$ cat src/rtl/axil_reg_bridge.sv
// axil_reg_bridge: AXI4-Lite slave turning AXI writes/reads into single-cycle register bus strobes.
// Ports: clk/rst_n (sync, active-low); AXI4-Lite AW/W/B and AR/R channels (64-bit data);
//        register bus o_reg_wen/o_reg_waddr/o_reg_wdata, o_reg_ren/o_reg_raddr, i_reg_rdata
//        (i_reg_rdata valid RD_LATENCY cycles after o_reg_ren).
module axil_reg_bridge #(
  parameter int AXI_ADDR_WIDTH = 32,
  parameter int RD_LATENCY     = 1
) (
  input  logic                      clk,
  input  logic                      rst_n,
  input  logic [AXI_ADDR_WIDTH-1:0] s_axi_awaddr,
  input  logic                      s_axi_awvalid,
  output logic                      s_axi_awready,
  input  logic [63:0]               s_axi_wdata,
  input  logic [7:0]                s_axi_wstrb,
  input  logic                      s_axi_wvalid,
  output logic                      s_axi_wready,
  output logic [1:0]                s_axi_bresp,
  output logic                      s_axi_bvalid,
  input  logic                      s_axi_bready,
  input  logic [AXI_ADDR_WIDTH-1:0] s_axi_araddr,
  input  logic                      s_axi_arvalid,
  output logic                      s_axi_arready,
  output logic [63:0]               s_axi_rdata,
  output logic [1:0]                s_axi_rresp,
  output logic                      s_axi_rvalid,
  input  logic                      s_axi_rready,
  output logic                      o_reg_wen,
  output logic [15:0]               o_reg_waddr,
  output logic [63:0]               o_reg_wdata,
  output logic                      o_reg_ren,
  output logic [15:0]               o_reg_raddr,
  input  logic [63:0]               i_reg_rdata
);
  localparam logic [1:0] W_IDLE = 2'd0, W_ISSUE = 2'd1, W_RESP = 2'd2;
  localparam logic [1:0] R_IDLE = 2'd0, R_ISSUE = 2'd1, R_WAIT = 2'd2, R_RESP = 2'd3;
  localparam logic [1:0] LAT_M1 = 2'(RD_LATENCY - 1);
  localparam logic [1:0] SLVERR = 2'b10;
  logic [1:0]  w_state, r_state, r_cnt;
  logic        aw_held, w_held, r_err;
  logic [15:0] awaddr_q;
  logic [63:0] wdata_q;
  logic [7:0]  wstrb_q;
  // Upper address bits are decoded upstream.
  logic        unused_addr;
  assign unused_addr = ^{s_axi_awaddr, s_axi_araddr};
  // Merge a handshake in the current cycle with what is already held, so the
  // strobe can issue the cycle after whichever of AW/W arrives last.
  logic        aw_hs, w_hs, aw_n, w_n, w_err;
  logic [15:0] waddr_n;
  logic [63:0] wdata_n;
  logic [7:0]  wstrb_n;
  assign aw_hs   = s_axi_awvalid && s_axi_awready;
  assign w_hs    = s_axi_wvalid && s_axi_wready;
  assign aw_n    = aw_held || aw_hs;
  assign w_n     = w_held || w_hs;
  assign waddr_n = aw_hs ? s_axi_awaddr[15:0] : awaddr_q;
  assign wdata_n = w_hs ? s_axi_wdata : wdata_q;
  assign wstrb_n = w_hs ? s_axi_wstrb : wstrb_q;
  assign w_err   = (waddr_n[2:0] != 3'd0) || (wstrb_n != 8'hFF);
  always_ff @(posedge clk) begin
    if (!rst_n) begin
      w_state       <= W_IDLE;
      aw_held       <= 1'b0;
      w_held        <= 1'b0;
      awaddr_q      <= '0;
      wdata_q       <= '0;
      wstrb_q       <= '0;
      s_axi_awready <= 1'b0;
      s_axi_wready  <= 1'b0;
      s_axi_bvalid  <= 1'b0;
      s_axi_bresp   <= '0;
      o_reg_wen     <= 1'b0;
      o_reg_waddr   <= '0;
      o_reg_wdata   <= '0;
    end else begin
      case (w_state)
        W_IDLE: begin
          if (aw_hs) awaddr_q <= s_axi_awaddr[15:0];
          if (w_hs) begin
            wdata_q <= s_axi_wdata;
            wstrb_q <= s_axi_wstrb;
          end
          if (aw_n && w_n) begin
            w_state       <= W_ISSUE;
            aw_held       <= 1'b0;
            w_held        <= 1'b0;
            s_axi_awready <= 1'b0;
            s_axi_wready  <= 1'b0;
            o_reg_wen     <= !w_err;
            s_axi_bresp   <= w_err ? SLVERR : 2'b00;
            if (!w_err) begin
              o_reg_waddr <= waddr_n;
              o_reg_wdata <= wdata_n;
            end
          end else begin
            aw_held       <= aw_n;
            w_held        <= w_n;
            s_axi_awready <= !aw_n;
            s_axi_wready  <= !w_n;
          end
        end
        W_ISSUE: begin
          o_reg_wen    <= 1'b0;
          s_axi_bvalid <= 1'b1;
          w_state      <= W_RESP;
        end
        W_RESP: begin
          if (s_axi_bready) begin
            s_axi_bvalid  <= 1'b0;
            s_axi_awready <= 1'b1;
            s_axi_wready  <= 1'b1;
            w_state       <= W_IDLE;
          end
        end
        default: w_state <= W_IDLE;
      endcase
    end
  end
  always_ff @(posedge clk) begin
    if (!rst_n) begin
      r_state       <= R_IDLE;
      r_cnt         <= '0;
      r_err         <= 1'b0;
      s_axi_arready <= 1'b0;
      s_axi_rvalid  <= 1'b0;
      s_axi_rdata   <= '0;
      s_axi_rresp   <= '0;
      o_reg_ren     <= 1'b0;
      o_reg_raddr   <= '0;
    end else begin
      case (r_state)
        R_IDLE: begin
          if (s_axi_arvalid && s_axi_arready) begin
            s_axi_arready <= 1'b0;
            r_state       <= R_ISSUE;
            r_err         <= s_axi_araddr[2:0] != 3'd0;
            o_reg_ren     <= s_axi_araddr[2:0] == 3'd0;
            if (s_axi_araddr[2:0] == 3'd0) o_reg_raddr <= s_axi_araddr[15:0];
          end else begin
            s_axi_arready <= 1'b1;
          end
        end
        R_ISSUE: begin
          o_reg_ren <= 1'b0;
          r_cnt     <= LAT_M1;
          r_state   <= R_WAIT;
        end
        R_WAIT: begin
          if (r_cnt == 2'd0) begin
            s_axi_rdata  <= r_err ? 64'd0 : i_reg_rdata;
            s_axi_rresp  <= r_err ? SLVERR : 2'b00;
            s_axi_rvalid <= 1'b1;
            r_state      <= R_RESP;
          end else begin
            r_cnt <= r_cnt - 2'd1;
          end
        end
        R_RESP: begin
          if (s_axi_rready) begin
            s_axi_rvalid  <= 1'b0;
            s_axi_arready <= 1'b1;
            r_state       <= R_IDLE;
          end
        end
        default: r_state <= R_IDLE;
      endcase
    end
  end
endmodule

$ cat config.mk
export PLATFORM = sky130hd
export DESIGN_NAME = axil_reg_bridge
export DESIGN_NICKNAME = d
export VERILOG_FILES = /design/src/rtl/axil_reg_bridge.sv
export SDC_FILE = /design/constraint.sdc
export NUM_CORES = 1
export LEC_CHECK = 0
export ABC_AREA = 1
export CORE_MARGIN = 8
export CORE_UTILIZATION = 30
export DETAILED_ROUTE_END_ITERATION = 7
export PLACE_DENSITY = 0.58
export SYNTH_ARGS = -nofsm -noshare
export SYNTH_HDL_FRONTEND = slang
export SYNTH_SLANG_ARGS = --single-unit
export TNS_END_PERCENT = 100
$ cat constraint.sdc
create_clock -name clk -period 1.6 [get_ports clk]
set_input_delay 0.16 -clock clk [delete_from_list [all_inputs] [get_ports clk]]
set_output_delay 0.16 -clock clk [all_outputs]
set_load 0.01 [all_outputs]
==> flow_results.org, run 1 <==
** Finish
- Final cell utilization of the core :: 0.481
- The finished layout holds 2205 standard cells, fillers aside.
- Compared with the post-synthesis result, the final layout area differs by 57.8%.
- Final instance area :: 17200 um2
- Number of nets in the final layout :: 1930
- In the final layout, the share of cells above drive strength 1 is 0.120.

** Min path
- Hold-critical path depth :: 3
- The path class of the tightest hold or removal check is primary input to flip-flop.
- In this run the most critical hold path is launched from i_reg_rdata[63].

** Clock tree
- TritonCTS built the clock tree.
- Counting along the longest clock path gives a buffer depth of 3.
- In this run the number of H-tree levels came out at 1.
- In this run the clock root is driven by a clkbuf_16.
- TritonCTS buffer count :: 30
- Insertion delay to the later sink of the worst-skew pair :: 0.55 ns
- Clock tree synthesis found a total of 266 sinks.
- Clock-pin slew reported for the worst setup and hold paths after clock tree synthesis :: 0.06 ns

** Yosys
- Counting every instance in the synthesized netlist gives 1355.
- FF+latch count, synth :: 266
- The synthesized netlist contains 34 unique library cells.
- For this run, the number of Yosys warnings is 0.
- The most common cell in the synthesized netlist is nor2_1.
- Netlist Area Pre-Place :: 10900 um2
- Leading cell types by count after synthesis :: nor2_1 (296), dfxtp_1 (266), nand2_1 (195), inv_1 (112), nand3_1 (91)
- For this run, asynchronously set or reset flops after synthesis account for 0.
- Synth area leaders :: dfxtp_1 (49%), nor2_1 (10%), mux2i_1 (7.1%)
- Area share of the largest cell type after synthesis :: 0.490
- Count of flip-flops with a built-in enable after synthesis :: 0
- Averaged over all synthesized cells, the footprint is 8.03 um2.
- For this run, the leading register cell type out of synthesis is dfxtp_1.
- Summed over all instances, the cell type with the most area after synthesis is dfxtp_1.
- Sequential-to-total area share from yosys stat :: 0.490

** Setup path
- The worst register-to-register path has a depth of 12.
- First element of the critical path :: s_axi_wready
- Along the worst path, the maximum fanout reaches 7.
- Worst R2R Setup Slack :: -0.27 ns
- The worst register-to-register path begins at s_axi_wready.
- The worst setup path is of the flip-flop to flip-flop kind.
- Data required, critical path :: 2.05 ns
- Kind of launch point of the worst setup path :: flip-flop
- The worst setup path is captured at a flip-flop.
- Data on the critical path arrives at its endpoint at 2.32 ns.

** STA
- Final worst-path cycle share :: 1.17
- The max-slew violation count is 0.
- After layout, the worst setup slack is -0.271 ns.
- Worst-Margin Slew :: 0.581 ns
- Subtracting the final worst setup slack from the clock period gives 1.87 ns.
- Number of setup violations in the final report :: 82
- Number of hold violations in the final report :: 0
- Achievable Freq :: 0.534 GHz
- Headroom to the max-slew limit came out at 0.612.
- The clock arrives with 0.0130 ns of skew.
- Setup repair after global routing missed its margin :: true
- In the final timing run, aggregate negative setup slack is -18.72 ns.

** Pwr
- The completed layout was analyzed and its total power is 18800 uW.
- VDD sags by at most 0.746 mV.
- Leakage :: 0.00973 uW
- Power spread over the standard cell area amounts to 1100 nW/um2.

** Outcome
- The checks that failed: negative setup slack.
- Result of the run :: finished with violations

** Global routing
- Sum of overflow across all layers after global routing :: 0
- The number of global-route vias before repair is 9816.
- In the global route stage, overall resource usage came out at 0.160.
- Initial antenna violation count :: 7
- Global-route wire length before repair :: 54.8 mm
- Maximum number of pins on one net before global-route repair :: 89

** Route
- Final routed wire length divided by cell count :: 17.3 um
- In the routed layout, each cell is associated on average with a via count of 4.69.
- The highest metal layer carrying signal wires in the routed design is met5.
- Detailed router's first-iteration violation count :: 406
- Summing over every cut layer, the via total after detailed routing is 10300.
- First-pass iteration count of the detailed router :: 5
- Drc violations :: 0
- Detailed route wirelength on metal3 :: 3.93 mm
- Met2 wirelength from detailed routing :: 17.8 mm
- Length of routed wiring on met1 :: 15.5 mm
- Residual antenna-violating net count after detailed routing :: 0
- Final WL :: 38.1 mm

** Run
- Across the run, the number of max-cap violations was 0.

** Placed design
- Including well taps, the total number of placed cells is 2104.
- Post-place instance area :: 14900 um2
- Global placer's final weighted congestion :: 0.745
- Input and output buffers added on the ports amount to 343.
- Detailed placement ended at an HPWL of 24.1 mm.

** Die
- The floorplan has 69 rows.
- Die outline area :: 42600 um2
- Placeable core region :: 35700 um2
- Floorplan die width :: 206 um
- During I/O placement, the number of pins put on the boundary was 378.
- Die height :: 206 um
- Starting density of the core :: 0.305
[cell families after synthesis]
group                      Yosys count  synth area share
buffers and inverters              215            0.0894
DFF                                266             0.490
other                                1          0.000345
AOI/OAI and AO/OA                  195             0.121
muxes                               77            0.0709
adders and majority gates            5           0.00575
and+or+nand+nor                    596             0.223
[power by group]
group	switching, uW	internal [uW]
Clock	2780	4310
Sequential	373	7290
Combinational	2120	1940
Total	5280	13500
[cell type report]
class / instances / area, um2
Antenna cell: 3 / 7.51
Clock buffer: 47 / 936
Clock inverter: 8 / 97.6
Fill cell: 3439 / 18500
Inverter: 115 / 432
Multi-Input combinational cell: 877 / 4890
Sequential cell: 266 / 5330
Tap cell: 461 / 577
Timing Repair Buffer: 427 / 4880
Timing Repair inverter: 1 / 7.51
[worst max-delay path, cell delays in order (launching register included)]
cell       delay (ns)
dfxtp_4          0.46
nand2_8          0.09
nand2_4          0.11
nand2_4          0.06
nor2_4           0.19
inv_2            0.08
nor2_4           0.17
buf_12           0.17
buf_8            0.12
clkbuf_16        0.14
nand3_2          0.08
nand2_2          0.06
nor2_1           0.04
[final timing paths]
check,end
worst max-delay path,o_reg_wdata[40]
worst min register to register,o_reg_raddr[1]
worst max register to register,o_reg_wdata[40]
worst min-delay path,s_axi_rdata[63]
[cells in the final DEF (no fill, tap or decap), types with 3 or more instances in the layout]
| cell | Yosys | final |
|---|---|---|
| buf_12 | 0 | 24 |
| buf_4 | 12 | 26 |
| clkdlybuf4s50_1 | 0 | 172 |
| nor2_1 | 296 | 286 |
| nand2_2 | 2 | 11 |
| dlymetal6s2s_1 | 0 | 89 |
| a22oi_1 | 63 | 63 |
| clkbuf_16 | 0 | 42 |
| nor2_2 | 1 | 5 |
| dfxtp_1 | 266 | 263 |
| buf_6 | 14 | 14 |
| nand3_2 | 2 | 29 |
| ha_1 | 5 | 4 |
| inv_2 | 3 | 5 |
| buf_16 | 0 | 7 |
| nor2_4 | 2 | 8 |
| diode_2 | 0 | 3 |
| clkbuf_8 | 0 | 10 |
| a21oi_1 | 17 | 17 |
| mux2i_1 | 77 | 76 |
| o21ai_0 | 38 | 38 |
| nand3_1 | 91 | 63 |
| nand2_4 | 1 | 4 |
| clkbuf_1 | 45 | 6 |
| inv_1 | 112 | 110 |
| clkinv_2 | 0 | 4 |
| o211ai_1 | 70 | 70 |
| dlygate4sd2_1 | 0 | 80 |
| nand2_1 | 195 | 183 |
[per-stage QoR]
stage	worst slack, ns	hold WS, ns
finish	-0.271	0.160
global route	-0.357	0.163
global placement	-0.473	0.417
floorplan	0.00532	0.295
CTS	-0.192	0.127
detailed placement	-0.498	0.418
[flip-flops by register name (all words and copies together) (netlist names), 8 cells and up]
signal       count
wdata_q         64
wstrb_q          8
o_reg_wdata     64
o_reg_waddr     16
o_reg_raddr     16
s_axi_rdata     64
awaddr_q        16
[metal layers]
layer,global-route usage,vias to the layer above
met4,0.0457,10
li1,-,5173
met5,0,-
met1,0.190,4746
met2,0.258,355
met3,0.0693,62
[repair_timing]
item,4_1_cts,5_1_grt
hold buffers,1,0
gates resized for setup,93,174
endpoints found under the hold margin,25,0
setup endpoints to repair,288,259
pin swaps,1,45
buffers inserted,12,10
gates cloned,6,15
No activity file was read; power rests on OpenSTA's default activity.
==> run 2: changes to the inputs <==
Settings changed: PLACE_DENSITY 0.58 to 0.56.
Clock period 1.6 ns to 2.28 ns, I/O delays scaled along.
==> run 2 against run 1 <==
Compared with the run above:
- the run now ends clean
- sequential share of layout area increased by 2.7 points
- count of clock-buffer cells in the layout is 2 lower
- routed wire length shrank 9.0%
- non-clock buffer count decreased by 61
- largest power group unchanged
==> flow_results.org, run 2 (synthesis results as in run 1) <==
** Clock tree
- Total number of clock tree sinks :: 266 (unchanged)
- The maximum clock insertion buffer count came to 3 (unchanged).
- CTS Root Buffer Type :: clkbuf_16
- The maximum level of the CTS H-tree was 1 (unchanged).
- Insertion delay to the later sink of the worst-skew pair :: 0.57 ns (+0.02 ns)
- The number of resized instances in the post-cts repair step came to 0 (-100%).
- The clock-pin slew of the registers on the worst-case setup and hold paths came to 0.06 ns (about the same).
- TritonCTS buffer count :: 31 (+3.3%)
- TritonCTS built the clock tree.

** STA
- The count of endpoints failing hold in the final timing report is 0 (unchanged).
- Final worst-path cycle share :: 0.845
- The max-slew violation count is 0 (unchanged).
- The final hold slack came to 0.223 ns (+0.0624 ns).
- Worst setup slack after layout :: 0.354 ns (+0.625 ns)
- Worst-Margin Slew :: 0.691 ns (+0.111 ns)
- Clock Skew :: 0.0181 ns (+0.00508 ns)
- The worst path needs 1.93 ns of the cycle, external delays included.
- Worst slew margin relative to its limit :: 0.539 (-0.0732)
- Static timing analysis puts the maximum clock frequency at 0.519 GHz.
- Setup repair after global routing left no endpoint under its margin.
- The number of failing setup endpoints in the final timing report came to 0 (-100%).

** Setup path
- CP Max Fanout :: 9 (+2)
- The arrival time of data at the critical path endpoint is 1.70 ns (-0.62 ns).
- In this run the critical register-to-register path is captured at r_cnt[1].
- The critical path starts at s_axi_wready.
- Data required, critical path :: 2.05 ns (about the same)
- The delay of the slowest critical-path stage came to 0.58 ns (+0.12 ns).
- The critical path depth in cells was 2 (-10).
- Crit path buffers/inverters :: 2 (-2)
- Launch instance of the worst register-to-register path :: r_state[0]
- The minimum setup slack among reg-to-reg paths was 0.40 ns (+0.67 ns).
- The worst setup path is of the flip-flop to output port kind.
- Kind of launch point of the worst setup path :: flip-flop
- The critical path goes through buf_4, clkdlybuf4s50_1.
- Endpoint kind of the worst setup timing path :: output port
- The cell family contributing the most delay on the critical path is buffers and inverters.
- Last element of the critical path :: s_axi_wready
- The count of cells along the worst register-to-register path is 8 (-4).
- Critical-path top delay cell :: clkdlybuf4s50_1

** Pwr
- Internal power :: 9770 uW (-28%)
- The part of the total power dissipated in the clock network came to 0.400 (+0.023).
- IR drop worst, VDD :: 0.699 mV (-6.4%)
- Share of total power in sequential cells :: 0.400 (-0.007)
- The static power due to leakage was 0.00724 uW (-26%).
- P_sw :: 3660 uW (-31%)
- Power density normalized to cell area :: 851 nW/um2 (-22%)
- The fraction of power spent switching nets was 0.273 (-0.00765).
- The combinational share of power came to 0.199 (-0.017).

** Finish
- In the layout the commonest cells are clkdlybuf4s50_1 (342), nor2_1 (294), dfxtp_1 (266).
- The number of filler cells placed in the layout is 3584 (+4.2%).
- The area taken by flip-flops and latches came to 5330 um2 (-0.12%).
- The multi-input combinational cell area came to 4600 um2 (-5.9%).
- Compared with the post-synthesis result, the final layout area differs by 45.2%.
- Most common cell after layout, fill and taps aside :: clkdlybuf4s50_1
- The fraction of final layout cells with drive strength greater than 1 is 0.0554 (-0.0647).
- The largest registers in the layout are o_reg_wdata: 64 flops, s_axi_rdata: 64 flops, wdata_q: 64 flops.
- Number of nets in the final layout :: 1867 (-3.3%)

** Run
- Number of max-cap violations :: 0 (unchanged)

** Placed design
- Post-placement setup slack :: -0.0178 ns (+0.480 ns)
- HPWL reported at the end of detailed placement :: 23.7 mm (-1.7%)
- The final weighted congestion in routability-driven placement was 0.775 (+3.9%).
- Input/output buffers :: 343 (unchanged)

** Route
- The number of search-and-repair iterations in the first detailed-routing pass was 4 (-1).
- The via count of the routed design is 9880 (-4.5%).
- Highest metal layer with signal wires :: met5
- Detailed route wirelength on metal3 :: 3.63 mm (-7.8%)
- The mean routed wirelength per cell was 16.2 um (-6.3%).
- The starting DRC count in detailed routing came to 346 (-15%).
- The post-route met1 wirelength was 14.7 mm (-5.2%).
- Final WL :: 34.7 mm (-9.0%)
- The wire length on met2 came to 15.5 mm (-13%).
- Drc violations :: 0 (unchanged)
- Residual antenna-violating net count after detailed routing :: 0 (unchanged)
- Avg Vias per Cell :: 4.61 (-1.7%)

** Global routing
- Total global-route track usage :: 0.158 (-0.00198)
- Number of global-route vias before repair :: 9922 (+1.1%)
- Global-route wire length before repair :: 54.0 mm (-1.5%)
- Initial antenna violation count :: 5 (-2)
- Sum of overflow across all layers after global routing :: 0 (unchanged)
- Maximum number of pins on one net before global-route repair :: 150 (+69%)

** Die
- Placeable core region :: 35700 um2 (unchanged)
- The number of ports placed on the die boundary is 378 (unchanged).
- Floorplan die width :: 206 um (unchanged)
- Die outline area :: 42600 um2 (unchanged)
- The starting density of the core was 0.305 (unchanged).
- Number of placement rows :: 69 (unchanged)
- The vertical extent of the die came to 206 um (unchanged).

** Outcome
- Result of the run :: complete, no violations

** Min path
- In this run the worst hold path is classified as primary input to flip-flop.
-- run 2: layer usage --
metal | track usage | vias up
met2 | 0.256 | 292
met5 | 0 | -
li1 | - | 5023
met4 | 0.0478 | 8
met3 | 0.0701 | 60
met1 | 0.186 | 4497
-- run 2: power by group through the flow --
stage               combinational (uW)  sequential (uW)  clock (uW)
floorplan                         1360             5540           0
global placement                  2660             5450           0
detailed placement                2690             5470           0
CTS                               2710             5380        5540
global route                      2990             5430        5720
finish                            2680             5380        5380
-- run 2: how the worst min path moves through the flow --
stage / from / end / slack, ns / cells after the start
finish: i_reg_rdata[63] / s_axi_rdata[63] / 0.22 / 3
CTS: i_reg_rdata[63] / s_axi_rdata[63] / 0.19 / 3
detailed placement: o_reg_raddr[2] / o_reg_raddr[2] / 0.42 / 2
global route: s_axi_araddr[12] / o_reg_raddr[12] / 0.24 / 3
global placement: o_reg_raddr[2] / o_reg_raddr[2] / 0.42 / 2
floorplan: s_axi_araddr[10] / o_reg_raddr[10] / 0.36 / 2
-- run 2: metrics by stage --
step / util / std cells / setup TNS (ns) / power [uW] / cell area (um2)
3_3_place_gp: 0.411 / 2082 / 0 / 8120 / 14700
6_report: 0.443 / 2142 / 0 / 13400 / 15800
5_1_grt: 0.443 / 2141 / 0 / 14100 / 15800
3_5_place_dp: 0.411 / 2082 / -0.0327 / 8160 / 14700
2_1_floorplan: - / 1356 / 0 / 6900 / 10900
4_1_cts: 0.443 / 2140 / 0 / 13600 / 15800
-- run 2: repair_timing --
action,4_1_cts,5_1_grt
hold endpoints to repair,20,0
setup buffers,0,0
hold buffers,1,0
-- run 2: cell type report --
type | count | area share
clock inverter | 12 | 0.0125
sequential | 266 | 0.337
timing repair buffer | 366 | 0.237
tap | 461 | 0.0365
clock buffer | 45 | 0.0582
inverter | 115 | 0.0273
multi-input combinational | 875 | 0.291
antenna | 2 | 0.000317
-- run 2: worst min-delay path, cell delays in order --
cell and delay (ns):
clkdlybuf4s50_1 0.39, nand2_1 0.07, a21oi_1 0.05
